--- config.mk ---
export PLATFORM = sky130hd
export DESIGN_NAME = serial_word_feeder
export DESIGN_NICKNAME = d
export VERILOG_FILES = /design/src/rtl/serial_word_feeder.sv
export SDC_FILE = /design/constraint.sdc
export NUM_CORES = 1
export LEC_CHECK = 0
export ABC_AREA = 1
export BUFFER_PORTS_ARGS = -buffer_cell sky130_fd_sc_hd__buf_2
export CAP_MARGIN = 20
export CORE_AREA = 2 2 58 60
export CTS_BUF_LIST = sky130_fd_sc_hd__clkbuf_8
export DETAILED_ROUTE_END_ITERATION = 7
export DIE_AREA = 0 0 60 62
export HOLD_SLACK_MARGIN = 0.03
export PLACE_DENSITY_LB_ADDON = 0.1
export SYNTH_ARGS = -nofsm -noshare
export SYNTH_HDL_FRONTEND = slang
export SYNTH_SLANG_ARGS = --single-unit
--- constraint.sdc ---
create_clock -name clk -period 3.4 [get_ports clk]
set_input_delay 0 -clock clk [delete_from_list [all_inputs] [get_ports clk]]
set_output_delay 0 -clock clk [all_outputs]
set_load 0.05 [all_outputs]
--- src/rtl/serial_word_feeder.sv ---
// Parallel-to-serial front end: takes WIDTH-bit words on valid/ready and shifts them
// out LSB first, with a word-start strobe and a one-word holding register for gapless streaming.
module serial_word_feeder #(
    parameter int WIDTH = 8,
    parameter int CW    = $clog2(WIDTH)
) (
    input  logic             clk,
    input  logic             rst_n,
    input  logic [WIDTH-1:0] in_data,
    input  logic             in_valid,
    output logic             in_ready,
    output logic             ser_bit,
    output logic             ser_first,
    output logic             ser_last,
    output logic             ser_active
);

    typedef enum logic {
        IDLE  = 1'b0,
        SHIFT = 1'b1
    } state_t;

    localparam logic [CW-1:0] LAST = CW'(WIDTH - 1);

    state_t           state_q, state_d;
    logic [WIDTH-1:0] hold_q, hold_d;
    logic             hold_full_q, hold_full_d;
    logic [WIDTH-1:0] sh_q, sh_d;
    logic [CW-1:0]    cnt_q, cnt_d;

    logic accept;
    logic transfer;
    logic active;

    assign in_ready = !hold_full_q;
    assign accept   = in_valid && in_ready;
    // The held word moves into the shifter either immediately (idle) or right after the last bit.
    assign transfer = hold_full_q && (state_q == IDLE || cnt_q == LAST);

    always_comb begin
        // NOTE: every signal driven here gets a default first, so no path can infer a latch.
        state_d     = state_q;
        hold_d      = hold_q;
        hold_full_d = hold_full_q;
        sh_d        = sh_q;
        cnt_d       = cnt_q;

        if (accept) begin
            hold_d      = in_data;
            hold_full_d = 1'b1;
        end

        if (transfer) begin
            // accept and transfer are mutually exclusive: transfer needs hold_full, accept needs it clear.
            sh_d        = hold_q;
            cnt_d       = '0;
            state_d     = SHIFT;
            hold_full_d = 1'b0;
        end else if (state_q == SHIFT) begin
            sh_d = sh_q >> 1;
            if (cnt_q == LAST) begin
                state_d = IDLE;
                cnt_d   = '0;
            end else begin
                cnt_d = cnt_q + 1'b1;
            end
        end
    end

    always_ff @(posedge clk or negedge rst_n) begin
        if (!rst_n) begin
            // NOTE: data registers are reset too, so a word cut off by reset can never leak out later.
            state_q     <= IDLE;
            hold_q      <= '0;
            hold_full_q <= 1'b0;
            sh_q        <= '0;
            cnt_q       <= '0;
        end else begin
            // NOTE: non-blocking assignments keep every flop sampling pre-edge values.
            state_q     <= state_d;
            hold_q      <= hold_d;
            hold_full_q <= hold_full_d;
            sh_q        <= sh_d;
            cnt_q       <= cnt_d;
        end
    end

    assign active     = (state_q == SHIFT);
    assign ser_active = active;
    assign ser_bit    = active && sh_q[0];
    assign ser_first  = active && (cnt_q == '0);
    assign ser_last   = active && (cnt_q == LAST);

endmodule

==> metrics list, run 1 <==
* Status: finished, final reports clean
* Power per unit of standard cell area: 817.6 nW/um2
* Number of antenna violations at the first check in global routing: 0
- Post-CTS Resized: 0
- Antenna-violating nets left: 0
- Of the total synthesized cell area, the portion taken by AND, OR, NAND and NOR gates is 0.3247.
- The Yosys step of the flow raised 0 warnings.
- Clock-pin slew was measured on the worst setup and hold paths at 0.07 ns.
- In the global route stage, met3 resource usage came out at 0.02484.
- In this run the static leakage power is 0.0006587 uW.
* Post-synthesis net count: 136
* Class of the most critical hold timing path: input port to register
- Switching power total: 446.4 uW
- Leaving out fill and tap cells, the most frequent cell in the layout is nand2_1.
- The number of setup buffers added after CTS is 0.
- Gate power share: 0.400
* Time the worst path needs with I/O delays and setup: 1.506 ns
* WP data required: 3.60 ns
- Counting every sink on the clock net gives 21.
- The worst setup path is of the register to register kind.
- Transition time at the pin with the least slew margin: 0.4736 ns
* Commonest cells after routing, fill and taps aside: 38 x nand2_1, 23 x nand3_1, 21 x dfrtp_1
* Routed wire per std cell: 10.07 um
* Iteration-0 DRC count of the detailed router: 30
- Number of instances in the synthesized netlist: 122
- Count of vias placed by the detailed router: 816
* Internal power component: 572.5 uW
- Area taken by multi-input logic gates: 395.4 um2
- Summing all flip-flop and latch instances after layout gives 525.5 um2.
* Final-stage net count: 160
- Slowest Stage Delay on Critical Path: 0.42 ns
- Met2 Usage GRT: 0.1910
* Multiplexer share of the synthesized area: 0
- Length of the first detailed-routing pass in iterations: 4
- Entering global routing, the biggest net connects 22 pins.
- Max-slew violation count: 0
- IR drop worst, VDD: 0.0003453 V
- Measured along the x axis, the die boundary spans 60 um.
- Part of the Yosys area used for sequential elements: 0.5166
- Root buffer selected by CTS: clkbuf_8
* Switching part of the total: 0.4382
* Placer's final routability congestion estimate: 0.6943
* Number of H-tree levels: 1
- Met1 track demand over resource: 0.1662
- Wirelength, routed: 1924 um
- Sorting the synthesized cells by area gives the leading types as dfrtp_1 52%, nand2_1 14%, nand3_1 11%, inv_1 5.5%, ha_1 3.7%.
- For this configuration, the core starts out at a cell density of 0.3200.
- Global routing finished with a remaining overflow of 0.
- TritonCTS buffer count: 3
* Final setup violation count: 0
- The count of final hold-check violations was 0.
- Sequential Power Share: 0.441
- Measured along the y axis, the die boundary spans 62 um.
- TritonCTS built the clock tree.
- Wire length of the first global-routing pass: 3394 um
- N_diodes: 0
* Cell chain of the critical path: ha_1 -> ha_1 -> inv_1 -> nand2_2 -> nand2_2 -> nand3_1 -> nand2_1
- met2 is the most crowded layer.
- Counting along the longest clock path gives a buffer depth of 2.
- Placed standard-cell area: 1110 um2
- The share of total power dissipated in the clock network is 0.159.
- Among all stages on the critical path, the largest delay is contributed by dfrtp_1.
* Area share of the leading cell type in the synthesized netlist: 0.5166
* Layout Area Growth over Synthesis: 22.51%
- Final period util: 0.4428
- Of the cells placed in the final design, the portion with a size suffix greater than 1 is 0.1724.
* Filler cell count: 333
- The floorplan step defined a die boundary enclosing 3720 um2.
* Syn Std Cell Area: 1017 um2
- On the final layout, the worst clock skew is 0.001090 ns.
- The tool flagged a number of max-cap violations equal to 0.
- Flops & latches, synth: 21
- The floorplan has 21 rows.
- Port buffering added 15 buffers.
* Hold WS: 0.05329 ns
- For the final routed database, the setup TNS stands at 0 ns.
- Number of top-level pins: 16
- Placeable core region: 3179 um2
- STA puts the critical path data arrival time at 1.71 ns.
- Kind of end point of the critical path: register
- The later pin in the worst-skew pair is clocked with a latency of 0.26 ns.
* Fraction of the mapped netlist area in adder cells: 0.03690
- The worst setup path is launched from a register.
- Setup repair after global routing left no endpoint under its margin.
* Dominant cell type by area after synthesis: dfrtp_1
* Vias per Instance: 4.272
* Unique masters post-synth: 14
* Estimated wirelength of the detail-placed design: 1363 um
* Number of remaining DRC errors: 0
* Main combinational cell family by area after synthesis: simple AND/OR/NAND/NOR gates
* GRT Resource Usage Total: 0.1245
* Compound-cell area share of the yosys netlist: 0.02706
- Slew margin rel.: 0.6843
* Highest clock rate: 664.2 MHz
- Synthesized-area fraction occupied by xor and xnor cells: 0
* Number of global-route vias before repair: 767
- With fillers left out, the area of the finished cells amounts to 1246 um2.
- A synthesized cell averages 8.338 um2.
* Top fanout value on the critical path: 11
[power groups by stage]
stage	Clock, uW	Combinational [uW]	Sequential (uW)
3_3_place_gp	0	407	453
4_1_cts	171	417	452
5_1_grt	184	468	467
2_1_floorplan	0	361	426
3_5_place_dp	0	408	456
6_report	162	407	449
[per-stage QoR]
stage               setup WS (ns)  utilization  instances  power [uW]
global placement            1.940       0.3491        178       860.0
detailed placement          1.901       0.3491        178       863.8
CTS                         1.876       0.3920        191        1040
floorplan                   1.861            -        122       787.8
global route                1.769       0.3920        191        1119
finish                      1.894       0.3920        191        1019
[cell type report]
class                   count  area share
multi-input cells          81      0.3173
well taps                  46     0.04618
clock inverters             1    0.004016
flip-flops and latches     21      0.4217
inverters                  15     0.04518
clock buffers               3     0.03313
repair buffers             24      0.1325
[critical path, delay by kind of cell (launching register included)]
kind / cells / cell delay (ns)
buf+inv: 1 / 0.07
simple gates: 4 / 0.54
flops: 1 / 0.42
fa+ha+maj: 2 / 0.41
[registers in the layout, summed over array words and instances (netlist names)]
register	flops
hold_q	8
sh_q	8
cnt_q	3
hold_full_q	1
ser_active	1
[timing repair]
item / in CTS / in global routing
setup endpoints to repair: 0 / 0
hold buffers: 9 / 0
endpoints found under the hold margin: 29 / 0
[synth_stat cells]
master and instances:
buf_6 2, buf_2 2, nand2_2 3, dfrtp_1 21, o21ai_0 1, nand2_1 38, inv_1 15, nand3_1 23
a21oi_1 1, nor2_8 1, ha_1 3, o21ai_2 2, buf_4 1, nor2_1 9
[final timing paths]
kind | to | from | slack, ns | cells past startpoint
hold reg to reg | hold_q[6]$_DFFE_PN0P_ | hold_q[6]$_DFFE_PN0P_ | 0.48 | 2
max in group asynchronous | sh_q[1]$_DFFE_PN0P_ | rst_n | 2.86 | 2
min in group asynchronous | cnt_q[2]$_DFFE_PN0P_ | rst_n | 0.22 | 2
hold / removal | hold_q[6]$_DFFE_PN0P_ | in_valid | 0.05 | 3
setup reg to reg | cnt_q[1]$_DFFE_PN0P_ | cnt_q[0]$_DFFE_PN0P_ | 1.89 | 7
setup / recovery | cnt_q[1]$_DFFE_PN0P_ | cnt_q[0]$_DFFE_PN0P_ | 1.89 | 7
[per-layer routing]
layer / vias to the layer above / wire length, um
li1: 422 / -
met1: 365 / 937
met2: 24 / 847
met3: 5 / 97
met4: 0 / 42
met5: - / 0
[cells by family (layout without fill, tap and decap cells)]
| logic type | Yosys count | count (layout) |
|---|---|---|
| AO/OA/AOI/OAI | 4 | 4 |
| adder cells (fa/ha/maj) | 3 | 3 |
| buffers and inverters | 20 | 43 |
| flip-flops | 21 | 21 |
| AND/OR/NAND/NOR | 74 | 74 |
Note: power is estimated with default switching activity, not from simulation.
==> run 2, diff against run 1 <==
==> constraint.sdc (replaced) <==
create_clock -name clk -period 1.5 [get_ports clk]
set_input_delay 0 -clock clk [delete_from_list [all_inputs] [get_ports clk]]
set_output_delay 0 -clock clk [all_outputs]
set_load 0.05 [all_outputs]
==> run 2 against run 1 <==
Net effect:
- count of clock-buffer cells in the layout unchanged
- worst setup slack got worse by 1.8 ns
- clock skew up 0.0026 ns
- total power rose by 140%
- routed wire length increased by 4.9%
- global-route usage is 0.80 points higher
- sequential power is 120% higher
- register-to-register slack got worse by 1.7 ns
- non-clock buffer count up 3
- cell area up 3.7%
- largest power group is now combinational logic
==> metrics list, run 2 (synthesized netlist as in run 1, its figures left out) <==
- Final-stage net count: 164 (was 160)
* Met3 layer wire length in the routed design: 82 um (was 97 um)
- Initial core utilization: 0.3200 (unchanged)
- Clock network fraction of design power: 0.153 (was 0.159)
- Filler cell count: 351 (was 333)
- The CTS tree was yes (unchanged).
- The post-placement cell area is 1135 um2 (was 1110 um2).
* Final setup TNS: 0 ns (unchanged)
* Final std cell area, no fill: 1292 um2 (was 1246 um2)
- The setup violation total in the final timing report was 0 (unchanged).
- The cell internal power dissipation came to 1372 uW (was 572.5 uW).
- The maximum net fanout on the critical path came to 3 (was 11).
* Final period util: 0.9236
* Count of vias placed by the detailed router: 829 (was 816)
- Largest regs: hold_q: 8 flops, sh_q: 8 flops, cnt_q: 3 flops (unchanged)
- The count of nets left with antenna violations after detail routing was 0 (unchanged).
- The total power is 2445 uW (was 1019 uW).
* Fraction of final layout cells sized beyond drive strength 1: 0.2013 (was 0.1724)
- Row cnt: 21 (unchanged)
- Commonest cells after routing, fill and taps aside: 38 x nand2_1, 23 x nand3_1, 21 x dfrtp_1 (unchanged)
* Routed length on met1: 969 um (was 937 um)
* Slew margin rel.: 0.6744 (was 0.6843)
* Root buffer selected by CTS: clkbuf_8 (unchanged)
- The clock slew at the register clock pins of the worst setup and hold paths is 0.08 ns (was 0.07 ns).
- The hold-critical path depth came to 3 (unchanged).
* RSZ-0062 raised after global routing: false (unchanged)
* Estimated wirelength of the detail-placed design: 1468 um (was 1363 um)
- The routed length per placed instance is 10.35 um (was 10.07 um).
* Wire length of the first global-routing pass: 3670 um (was 3394 um)
- The detailed-routing iteration count for the pre-antenna-repair pass was 4 (unchanged).
- Met2 layer wire length in the routed design: 929 um (was 847 um)
* R2r worst-path depth: 7 (unchanged)
- The max-slew violation count came to 0 (unchanged).
* Switching power total: 1073 uW (was 446.4 uW)
- Number of standard cells in the layout, taps in and fillers out: 195 (was 191)
- Placeable core region: 3179 um2 (unchanged)
- The layout overhead on the synthesized area is 27.06% (was 22.51%).
* Highest clock rate: 721.8 MHz
* Clk sink count: 21 (unchanged)
- Status: finished, final reports clean (unchanged)
- Transition time at the pin with the least slew margin: 0.4884 ns (was 0.4736 ns)
- Max-cap violations: 0 (unchanged)
- Switching part of the total: 0.4389 (was 0.4382)
- The count of final hold-check violations was 0 (unchanged).
- The number of placed instances, taps included is 181 (was 178).
- N_diodes: 0 (unchanged)
- The die height is 62 um (unchanged).
- WP data required: 1.50 ns (was 3.60 ns)
- The reported leakage power came to 0.0006867 uW (was 0.0006587 uW).
* Sequential Power Share: 0.404 (was 0.441)
- Vias per Instance: 4.251 (was 4.272)
- The final weighted congestion in routability-driven placement came to 0.7370 (was 0.6943).
* Worst Clk Skew: 0.003705 ns (was 0.001090 ns)
* Power per unit of standard cell area: 1891 nW/um2 (was 817.6 nW/um2)
- The initial antenna violation count was 0 (unchanged).
* Pin count of the biggest net entering global routing: 22 (unchanged)
* Class of the most critical hold timing path: input port to register (unchanged)
- Arrival time reported for the critical path endpoint: 1.39 ns (was 1.71 ns)
- Width of the die: 60 um (unchanged)
* TritonCTS buffer count: 3 (unchanged)
- Global route overflow: 0 (unchanged)
* Most common library cell in the layout ignoring fill and taps: nand2_1 (unchanged)
- The combinational group share of total power came to 0.443 (was 0.400).
* Number of H-tree levels: 1 (unchanged)
- Skew-Pair Late Insertion Delay: 0.26 ns (about the same)
* Number of remaining DRC errors: 0 (unchanged)
- Kind of end point of the critical path: primary output (was register)
* End-of-flow core utilization: 0.4065 (was 0.3920)
- Highest layer used for signal routing: met4 (unchanged)
- Post-CTS Repair Setup Buffers: 0 (unchanged)
* Count of buffers from port buffering: 15 (unchanged)
- Kind of start point of the critical path: register (unchanged)
* Die area: 3720 um2 (unchanged)
- The largest vdd supply drop is 0.0005425 V (was 0.0003453 V).
* Time the worst path needs with I/O delays and setup: 1.385 ns
* Crit Path Category: register to primary output (was register to register)
- The final wirelength is 2018 um (was 1924 um).
- Iteration-0 DRC count of the detailed router: 14 (was 30)
- Number of global-route vias before repair: 837 (was 767)
- Number of top-level pins: 16 (unchanged)
- Maximum clock insertion buffer count: 2 (unchanged)
* GRT Resource Usage Total: 0.1325 (was 0.1245)
run 2: cell types whose count changed in the layout (fill, tap and decap cells not counted):
cell	change
buf_4	+3
nor2_2	+1
nand2_4	+3
nor2_1	-1
nand2_2	-2
run 2: final timing paths:
path,start,endpoint,slack (ns)
max,cnt_q[0]$_DFFE_PN0P_,ser_first,0.11
min,in_valid,hold_q[1]$_DFFE_PN0P_,0.05
max reg2reg,cnt_q[1]$_DFFE_PN0P_,cnt_q[2]$_DFFE_PN0P_,0.18
min reg2reg,hold_q[2]$_DFFE_PN0P_,hold_q[2]$_DFFE_PN0P_,0.48
max in group asynchronous,rst_n,sh_q[6]$_DFFE_PN0P_,0.95
min in group asynchronous,rst_n,sh_q[7]$_DFFE_PN0P_,0.23
run 2: metal layers:
| metal | GRT usage | up-vias |
|---|---|---|
| li1 | - | 433 |
| met1 | 0.1716 | 374 |
| met2 | 0.2112 | 17 |
| met3 | 0.02692 | 5 |
| met4 | 0.06667 | 0 |
| met5 | 0 | - |
run 2: power by group through the flow:
| stage | Clock [uW] | Sequential [uW] | Combinational (uW) |
|---|---|---|---|
| after floorplan | 0 | 969 | 824 |
| after global placement | 0 | 996 | 1030 |
| after detailed placement | 0 | 1000 | 1030 |
| after CTS | 393 | 991 | 1050 |
| after global routing | 414 | 1020 | 1240 |
| final | 374 | 988 | 1080 |
run 2: per-stage QoR:
stage / setup WS [ns] / hold slack, ns
global route: 0.01125 / 0.05304
floorplan: 0.1507 / -0.2956
detailed placement: 0.06651 / -0.009780
global placement: 0.07832 / -0.008537
finish: 0.1146 / 0.04646
CTS: 0.04792 / 0.04509
run 2: layout make-up:
| type | instances | area, um2 | share of cell area |
|---|---|---|---|
| repair buffers | 27 | 187.7 | 0.1452 |
| clock buffers | 3 | 41.29 | 0.03195 |
| clock inverters | 1 | 5.005 | 0.003872 |
| well taps | 46 | 57.56 | 0.04453 |
| multi-input cells | 82 | 419.2 | 0.3243 |
| flip-flops and latches | 21 | 525.5 | 0.4066 |
| inverters | 15 | 56.30 | 0.04356 |
run 2: repair_timing:
item / in CTS / in global routing
gates resized for setup: 0 / 3
hold endpoints to repair: 29 / 0
endpoints found under the setup margin: 0 / 10
hold buffers: 9 / 0
run 2: critical path: stages (launching register included):
cell     delay [ns]
dfrtp_1        0.38
buf_4          0.14
inv_1          0.05
ha_1           0.14
nand2_1        0.06
nor2_2         0.09
buf_2          0.26
